$ cat src/rtl/core_ifetch_pkg.sv
// Shared constants and FSM encoding for the instruction fetch unit.
// Bus width and reset PC mirror the chip-level parameters.
package core_ifetch_pkg;

  localparam int          DATA_BUS_WIDTH = 32;
  localparam logic [31:0] RESET_PC_ADDR  = 32'h0000_0000;
  localparam logic [31:0] DEF_NOP_INST   = 32'h0000_0013;

  typedef enum logic [2:0] {
    S_IDLE    = 3'd0,
    S_REQ     = 3'd1,
    S_WAIT    = 3'd2,
    S_BUF     = 3'd3,
    S_DISCARD = 3'd4
  } ifetch_state_e;

endpackage

$ cat src/rtl/core_ifetch.sv
// Instruction fetch: one non-pipelined bus read per PC, a one-entry output
// slot towards decode, and a one-entry buffer for when decode stalls.
module core_ifetch
  import core_ifetch_pkg::*;
#(
  parameter int            DW       = DATA_BUS_WIDTH,
  parameter logic [DW-1:0] NOP_INST = DEF_NOP_INST
) (
  input  logic          clk_i,
  input  logic          rst_n_i,
  input  logic          reset_flag_i,
  input  logic          flush_i,
  input  logic [DW-1:0] pc_i,
  output logic          hold_o,
  output logic          ibus_req_o,
  output logic [DW-1:0] ibus_addr_o,
  input  logic          ibus_gnt_i,
  input  logic          ibus_rvalid_i,
  input  logic [DW-1:0] ibus_rdata_i,
  input  logic          ibus_err_i,
  input  logic          dec_ready_i,
  output logic          inst_valid_o,
  output logic [DW-1:0] inst_o,
  output logic [DW-1:0] inst_pc_o,
  output logic          inst_err_o
);

  ifetch_state_e state;
  logic [DW-1:0] buf_inst;
  logic          buf_err;

  logic          flush;
  logic          slot_free;
  logic          advance;
  logic [DW-1:0] resp_inst;

  assign flush       = flush_i | reset_flag_i;
  assign slot_free   = ~inst_valid_o | dec_ready_i;
  assign resp_inst   = ibus_err_i ? NOP_INST : ibus_rdata_i;
  assign ibus_req_o  = (state == S_REQ);
  assign ibus_addr_o = pc_i;
  assign hold_o      = ~advance;

  // The PC may only move once the current PC's instruction lands in the slot;
  // a flush owns the PC generator that cycle, so no advance is signalled.
  always_comb begin
    advance = 1'b0;
    if (!flush) begin
      case (state)
        S_WAIT:  advance = ibus_rvalid_i & slot_free;
        S_BUF:   advance = slot_free;
        default: advance = 1'b0;
      endcase
    end
  end

  always_ff @(posedge clk_i or negedge rst_n_i) begin
    if (!rst_n_i) begin
      state        <= S_IDLE;
      buf_inst     <= NOP_INST;
      buf_err      <= 1'b0;
      inst_valid_o <= 1'b0;
      inst_o       <= NOP_INST;
      inst_pc_o    <= '0;
      inst_err_o   <= 1'b0;
    end else begin
      case (state)
        S_IDLE: state <= S_REQ;
        S_REQ: begin
          if (ibus_gnt_i) begin
            state <= flush ? S_DISCARD : S_WAIT;
          end
        end
        S_WAIT: begin
          if (flush) begin
            state <= ibus_rvalid_i ? S_REQ : S_DISCARD;
          end else if (ibus_rvalid_i) begin
            if (slot_free) begin
              state <= S_REQ;
            end else begin
              buf_inst <= resp_inst;
              buf_err  <= ibus_err_i;
              state    <= S_BUF;
            end
          end
        end
        S_BUF: begin
          if (flush || slot_free) begin
            state <= S_REQ;
          end
        end
        S_DISCARD: begin
          if (ibus_rvalid_i) begin
            state <= S_REQ;
          end
        end
        default: state <= S_IDLE;
      endcase

      // pc_i is still held at the fetched PC when the slot is loaded.
      if (flush) begin
        inst_valid_o <= 1'b0;
      end else if (advance) begin
        inst_valid_o <= 1'b1;
        inst_pc_o    <= pc_i;
        if (state == S_BUF) begin
          inst_o     <= buf_inst;
          inst_err_o <= buf_err;
        end else begin
          inst_o     <= resp_inst;
          inst_err_o <= ibus_err_i;
        end
      end else if (dec_ready_i) begin
        inst_valid_o <= 1'b0;
      end
    end
  end

endmodule
$ cat config.mk
export PLATFORM = sky130hd
export DESIGN_NAME = core_ifetch
export DESIGN_NICKNAME = d
export VERILOG_FILES = /design/src/rtl/core_ifetch_pkg.sv /design/src/rtl/core_ifetch.sv
export SDC_FILE = /design/constraint.sdc
export NUM_CORES = 1
export LEC_CHECK = 0
export CAP_MARGIN = 0
export CORE_MARGIN = 4
export CORE_UTILIZATION = 35
export DETAILED_ROUTE_END_ITERATION = 10
export PLACE_DENSITY = 0.65
export SYNTH_ARGS = -nofsm -noshare
export SYNTH_HDL_FRONTEND = slang
export SYNTH_SLANG_ARGS = --single-unit
export TNS_END_PERCENT = 20
$ cat constraint.sdc
create_clock -name clk_i -period 3.3 [get_ports clk_i]
set_input_delay 0.66 -clock clk_i [delete_from_list [all_inputs] [get_ports clk_i]]
set_output_delay 0.66 -clock clk_i [all_outputs]
set_load 0.02 [all_outputs]
==> results of run 1 <==
==> sequential cells by signal, summed over array words and instances (netlist names) <==
| signal | flops |
|---|---|
| inst_pc_o | 32 |
| inst_valid_o | 1 |
| inst_err_o | 1 |
| inst_o | 32 |
| buf_inst | 32 |
| buf_err | 1 |
| state | 3 |
==> logic make-up after synthesis <==
| kind of cell | Yosys count |
|---|---|
| muxes | 118 |
| DFF | 102 |
| buffers and inverters | 65 |
| and+or+nand+nor | 57 |
| AOI/OAI and AO/OA | 21 |
==> path summary, 6_finish.rpt <==
kind / startpoint / endpoint / slack (ns) / depth (start not counted)
max: ibus_rvalid_i / hold_o / 0.39 / 4
min: rst_n_i / buf_inst[6]$_DFFE_PN0P_ / 0.37 / 1
max in group asynchronous: rst_n_i / inst_o[1]$_DFFE_PN1P_ / 2.16 / 2
min reg2reg: buf_inst[16]$_DFFE_PN0P_ / buf_inst[16]$_DFFE_PN0P_ / 0.49 / 1
max reg2reg: state[0]$_DFFE_PN0P_ / buf_err$_DFFE_PN0P_ / 1.23 / 4
min in group clk_i: buf_inst[16]$_DFFE_PN0P_ / buf_inst[16]$_DFFE_PN0P_ / 0.49 / 1
==> cell usage in the layout, fill, tap and decap left out, drive strengths merged <==
master and n:
inv 14, o32ai 1, buf 7, nand2 13
a21oi 1, a31oi 1, nand2b 15, a21boi 2
o21a 1, nor4b 1, nand4b 1, nand3 1
o21ai 14, or2 4, bufinv 2, clkdlybuf4s50 170
mux2i 13, clkinv 2, dfstp 6, nor3b 1
nor3 2, clkbuf 12, a211oi 1, dfrtp 96
and3b 1, nor2 1, nor2b 17, mux2 105
==> through the flow <==
stage | utilization, % | setup slack [ns] | area [µm²]
detailed placement | 48.4 | 0.356 | 6410
finish | 50.8 | 0.390 | 6720
global route | 50.8 | 0.305 | 6720
global placement | 48.4 | 0.368 | 6410
floorplan | - | 1.24 | 4750
CTS | 50.8 | 0.354 | 6720
==> power by group through the flow <==
stage / Clock [mW] / Sequential [mW] / Combinational [mW]
after CTS: 1.18 / 1.75 / 1.88
after detailed placement: 0 / 1.77 / 1.87
after floorplan: 0 / 2.14 / 0.577
after global placement: 0 / 1.76 / 1.85
final: 1.13 / 1.75 / 1.84
after global routing: 1.23 / 1.79 / 1.97
==> cell type report <==
type / instances / share of cell area [%]
sequential: 102 / 38.1
timing repair buffer: 177 / 26.5
inverter: 14 / 0.782
multi-input combinational: 196 / 26.7
clock inverter: 4 / 1.04
tap: 176 / 3.28
clock buffer: 12 / 3.67
==> metal layers <==
metal	routed length, µm	GRT usage [%]	up-vias	part of all wire (%)
li1	-	-	1475	-
met1	4260	16.4	1542	41
met5	0	0	-	0
met4	162	4.19	0	1.5
met3	721	5.83	11	6.9
met2	5320	24.5	90	51
==> out/metrics.yaml, run 1 <==
worst_setup_path:
  slowest_delay_ns: 0.63
  crit_slowest_cell: "clkdlybuf4s50_1"
  crit_required_ns: 2.64
  cp_max_fo: 5
  cp_common_cell: "clkdlybuf4s50_1"
  path_class: "primary input to output pin"
  critPathBufInv: 2
  crit_chain: "clkdlybuf4s50_1 > or2_2 > nand3_4 > clkdlybuf4s50_1"
  cp_top_family: "buffers and inverters"
  cp.arrival_ns: 2.25
  start_kind: "primary input"
  crit_path_end_kind: "output pin"
cells_and_area:
  multi_input_area_um2: 1790
  nNetsFinal: 572
  final-seq-area_um2: 2560
  layout.cells.non_filler: 681
  antennaDiodeCount: 0
  drive_above_1_share_pct: 16.6
  n_fill_cell: 1171
  syn_to_final_growth_pct: 41.7
pwr:
  seqPwrFrac_pct: 37.1
  power.switching_mw: 1.49
  switching_share_pct: 31.6
  clock_power_share_pct: 23.9
  peakVddDrop_mv: 0.439
  intPower_mw: 3.22
  pwr_density_cell_nw_per_um2: 700
  finalPower_mw: 4.71
  comb_power_share_pct: 39.0
  leakage_nw: 3.22
cts:
  cts_hold_buf: 0
  path_clk_slew_ns: 0.06
  worstSkewPairLatency_ns: 0.34
  clock_sinks: 102
  cts.repair.resized: 0
  clockBufferDepth: 2
  root_buffer: "clkbuf_16"
  cts_max_level: 3
  tritoncts: "done"
  postCtsSetupBuffers: 0
  cts_buffers: 9
timing:
  hold_viol: 0
  rsz0062_at_grt: "no"
  min_period_ns: 2.91
  period_share_pct: 88.2
  finalSetupViolCount: 0
  tns_ns: 0
  final-max-slew-violation-count: 0
  maxSlewHeadroom_pct: 39.9
  fmax_mhz: 344
  fin_skew_ns: 0.00566
  worst_pin_slew_ns: 0.898
  hold-worst-slack_ns: 0.373
detailed_routing:
  via_per_inst: 4.58
  drtIter0Drc: 127
  drtAntennaViolNets: 0
  drt_wl_total_um: 10500
  dr.pass1.iters: 4
  drcViolationCount: 0
  post_drt_wl_per_cell_um: 15.4
  vias: 3118
synth:
  synthDistinctLibCells: 29
  yosysMostFrequentCell: "dfrtp_1"
  ys_async_sr_fraction_pct: 100
  synth_mux_area_share_pct: 27.7
  synth_xor_area_share_pct: 0
  synth-simple-area-share_pct: 7.33
  synth-compound-area-share_pct: 2.53
  yosysTopAreaCellShare_pct: 50.6
  synth_top_area_cell: "dfrtp_1"
  synth_edf_count: 0
  ys_top_cells_by_area: "dfrtp_1 51%, mux2_1 13%, mux2_2 12%"
  synth.yosys.seq_area_share_pct: 53.9
  ys_ff_latch: 102
  synth_cells: 363
  ys_warn_count: 0
  synthFlopType: "dfrtp_1"
  syn_area_per_cell_um2: 13.1
  synthAdderAreaFrac_pct: 0
  ys_top_cells_by_count: "96 x dfrtp_1, 56 x mux2_1, 49 x mux2_2"
  synth_top_family_by_area: "multiplexers"
  syn_nets: 435
  syn_area_um2: 4750
status:
  status: "finished, final reports clean"
global_routing:
  grt_max_degree: 66
  overflow: 0
  antenna_found_initial: 0
  grt_pass1_vias: 3455
  grtUsageTotal_pct: 14.3
  grt_pass1_wl_um: 18000
floorplan:
  ios: 172
  rows: 42
  fp.dieH_um: 124
  core-area_um2: 13200
  dieWidth_um: 124
  dieArea_um2: 15500
  start_util_pct: 35.8
placement:
  hpwlAfterDp_um: 7330
  dp_cells: 665
  gp_congestion: 0.694
  port_buffers: 171
job:
  maxCapViolations: 0
hold_path:
  min_path_type: "primary input to asynchronous set/reset pin"
Power figures use the tool's default switching activity.
==> inputs of run 2 (changes only) <==
--- a/config.mk
+++ b/config.mk
@@ -8,9 +8,10 @@
 export CAP_MARGIN = 0
 export CORE_MARGIN = 4
 export CORE_UTILIZATION = 35
+export CTS_BUF_LIST = sky130_fd_sc_hd__clkbuf_4 sky130_fd_sc_hd__clkbuf_8
 export DETAILED_ROUTE_END_ITERATION = 10
 export PLACE_DENSITY = 0.65
 export SYNTH_ARGS = -nofsm -noshare
 export SYNTH_HDL_FRONTEND = slang
 export SYNTH_SLANG_ARGS = --single-unit
-export TNS_END_PERCENT = 20
+export TNS_END_PERCENT = 50
==> run 2 against run 1 <==
  * Routed wire length increased by 0.21%
  * Sequential cell count unchanged
  * Fmax about the same
  * Critical endpoint unchanged
  * Final cell count unchanged
  * Global-route usage decreased by 0.053 points
  * Combinational power about the same
  * Critical path depth unchanged
  * Critical path type unchanged
  * Die area unchanged
  * Power decreased by 5.4%
  * Via count about the same
==> out/metrics.yaml, run 2 (same netlist as run 1, synthesis figures left out) <==
cts:
  clock_sinks: 102  # unchanged
  postCtsSetupBuffers: 0  # unchanged
  clockBufferDepth: 2  # unchanged
  cts.repair.resized: 0  # unchanged
  path_clk_slew_ns: 0.09  # +0.03 ns
  root_buffer: "clkbuf_8"
  cts_hold_buf: 0  # unchanged
  cts_buffers: 9  # unchanged
  tritoncts: "done"
  cts_max_level: 3  # unchanged
  worstSkewPairLatency_ns: 0.37  # +0.03 ns
timing:
  fmax_mhz: 344  # about the same
  hold-worst-slack_ns: 0.338  # -0.0351 ns
  min_period_ns: 2.91  # +0.00104 ns
  period_share_pct: 88.2  # about the same
  finalSetupViolCount: 0  # unchanged
  hold_viol: 0  # unchanged
  rsz0062_at_grt: "no"
  maxSlewHeadroom_pct: 39.0  # -0.89 points
  final-max-slew-violation-count: 0  # unchanged
  worst_pin_slew_ns: 0.912  # +0.0133 ns
  tns_ns: 0  # unchanged
  timing.final.ws_setup_ns: 0.389  # -0.00104 ns
  fin_skew_ns: 0.00812  # +0.00246 ns
global_routing:
  overflow: 0  # unchanged
  grtUsageTotal_pct: 14.2  # -0.053 points
  grt_pass1_wl_um: 18000  # about the same
  grt_max_degree: 66  # unchanged
  antenna_found_initial: 0  # unchanged
  grt_pass1_vias: 3460  # +0.14%
pwr:
  finalPower_mw: 4.46  # -5.4%
  leakage_nw: 3.18  # -1.2%
  pwr_density_cell_nw_per_um2: 672  # -4.0%
  peakVddDrop_mv: 0.415  # -5.3%
floorplan:
  rows: 42  # unchanged
  dieArea_um2: 15500  # unchanged
  core-area_um2: 13200  # unchanged
  fp.dieH_um: 124  # unchanged
  ios: 172  # unchanged
  dieWidth_um: 124  # unchanged
  start_util_pct: 35.8  # unchanged
placement:
  gp_congestion: 0.694  # unchanged
  port_buffers: 171  # unchanged
  pre_cts_ws_ns: 0.356  # unchanged
  hpwlAfterDp_um: 7330  # unchanged
worst_setup_path:
  cp_max_fo: 5  # unchanged
  cp.arrival_ns: 2.25  # about the same
  crit_slowest_cell: "clkdlybuf4s50_1"
  slowest_delay_ns: 0.64  # about the same
  crit_path_end_kind: "output pin"
  start_kind: "primary input"
  crit_chain: "clkdlybuf4s50_1 > or2_2 > nand3_4 > clkdlybuf4s50_1"
  path_class: "primary input to output pin"
  crit_required_ns: 2.64  # about the same
  cp_common_cell: "clkdlybuf4s50_1"
cells_and_area:
  antennaDiodeCount: 0  # unchanged
  reg_top3: "buf_inst x32, inst_o x32, inst_pc_o x32"
  most-common-layout-cells: "170 x clkdlybuf4s50_1, 95 x dfrtp_1, 56 x mux2_1"
  syn_to_final_growth_pct: 39.7
  nNetsFinal: 572  # unchanged
  layout_commonest_cell: "clkdlybuf4s50_1"
  multi_input_area_um2: 1790  # unchanged
  final-seq-area_um2: 2560  # unchanged
  drive_above_1_share_pct: 17.0  # +0.40 points
  n_fill_cell: 1175  # +0.34%
detailed_routing:
  vias: 3120  # +0.064%
  via_per_inst: 4.58  # about the same
  drcViolationCount: 0  # unchanged
  dr.pass1.iters: 4  # unchanged
  drt_wl_total_um: 10500  # +0.21%
  drtIter0Drc: 138  # +8.7%
  drtAntennaViolNets: 0  # unchanged
  post_drt_wl_per_cell_um: 15.4  # +0.21%
hold_path:
  min_path_type: "primary input to asynchronous set/reset pin"
status:
  status: "finished, final reports clean"
job:
  maxCapViolations: 0  # unchanged
## run 2: cell counts in the layout (fill, tap and decap cells not counted)
No cell type changed its count.
## run 2: metal layers
layer	routed length, µm	vias up	global-route usage [%]
met5	0	-	0
met4	140	0	4.00
met3	724	8	5.70
met2	5350	98	24.6
met1	4280	1540	16.3
li1	-	1474	-
## run 2: metrics by stage
step / cells / utilization (%) / instance area [µm²]
after floorplan: 363 / - / 4750
after global placement: 665 / 48.4 / 6410
after detailed placement: 665 / 48.4 / 6410
after CTS: 681 / 50.1 / 6630
after global routing: 681 / 50.1 / 6630
final: 681 / 50.1 / 6630
## run 2: critical path, delay by kind of cell
family | cells | cell delay [ns]
and+or+nand+nor | 2 | 0.47
buffers and inverters | 2 | 1.12
## run 2: path summary, 6_finish.rpt
path,startpoint,to,slack (ns),cells past startpoint
max in group asynchronous,rst_n_i,buf_inst[4]$_DFFE_PN1P_,2.20,2
min reg2reg,buf_inst[16]$_DFFE_PN0P_,buf_inst[16]$_DFFE_PN0P_,0.49,1
max reg2reg,state[0]$_DFFE_PN0P_,buf_err$_DFFE_PN0P_,1.24,4
min in group clk_i,buf_inst[16]$_DFFE_PN0P_,buf_inst[16]$_DFFE_PN0P_,0.49,1
max,ibus_rvalid_i,hold_o,0.39,4
min,rst_n_i,buf_inst[6]$_DFFE_PN0P_,0.34,1
## run 2: area by class of cell
cell class                 count  share of cell area (%)
clock buffer                  12                    2.30
clock inverter                 4                    1.06
inverter                      14                   0.793
multi-input combinational    196                    27.0
sequential                   102                    38.6
tap                          176                    3.32
timing repair buffer         177                    26.8
## run 2: power breakdown
group	switching, mW	leakage [nW]	internal (mW)	total (mW)
registers	0.164	1.29	1.58	1.74
logic	0.879	1.77	0.957	1.84
clock network	0.414	0.117	0.463	0.877
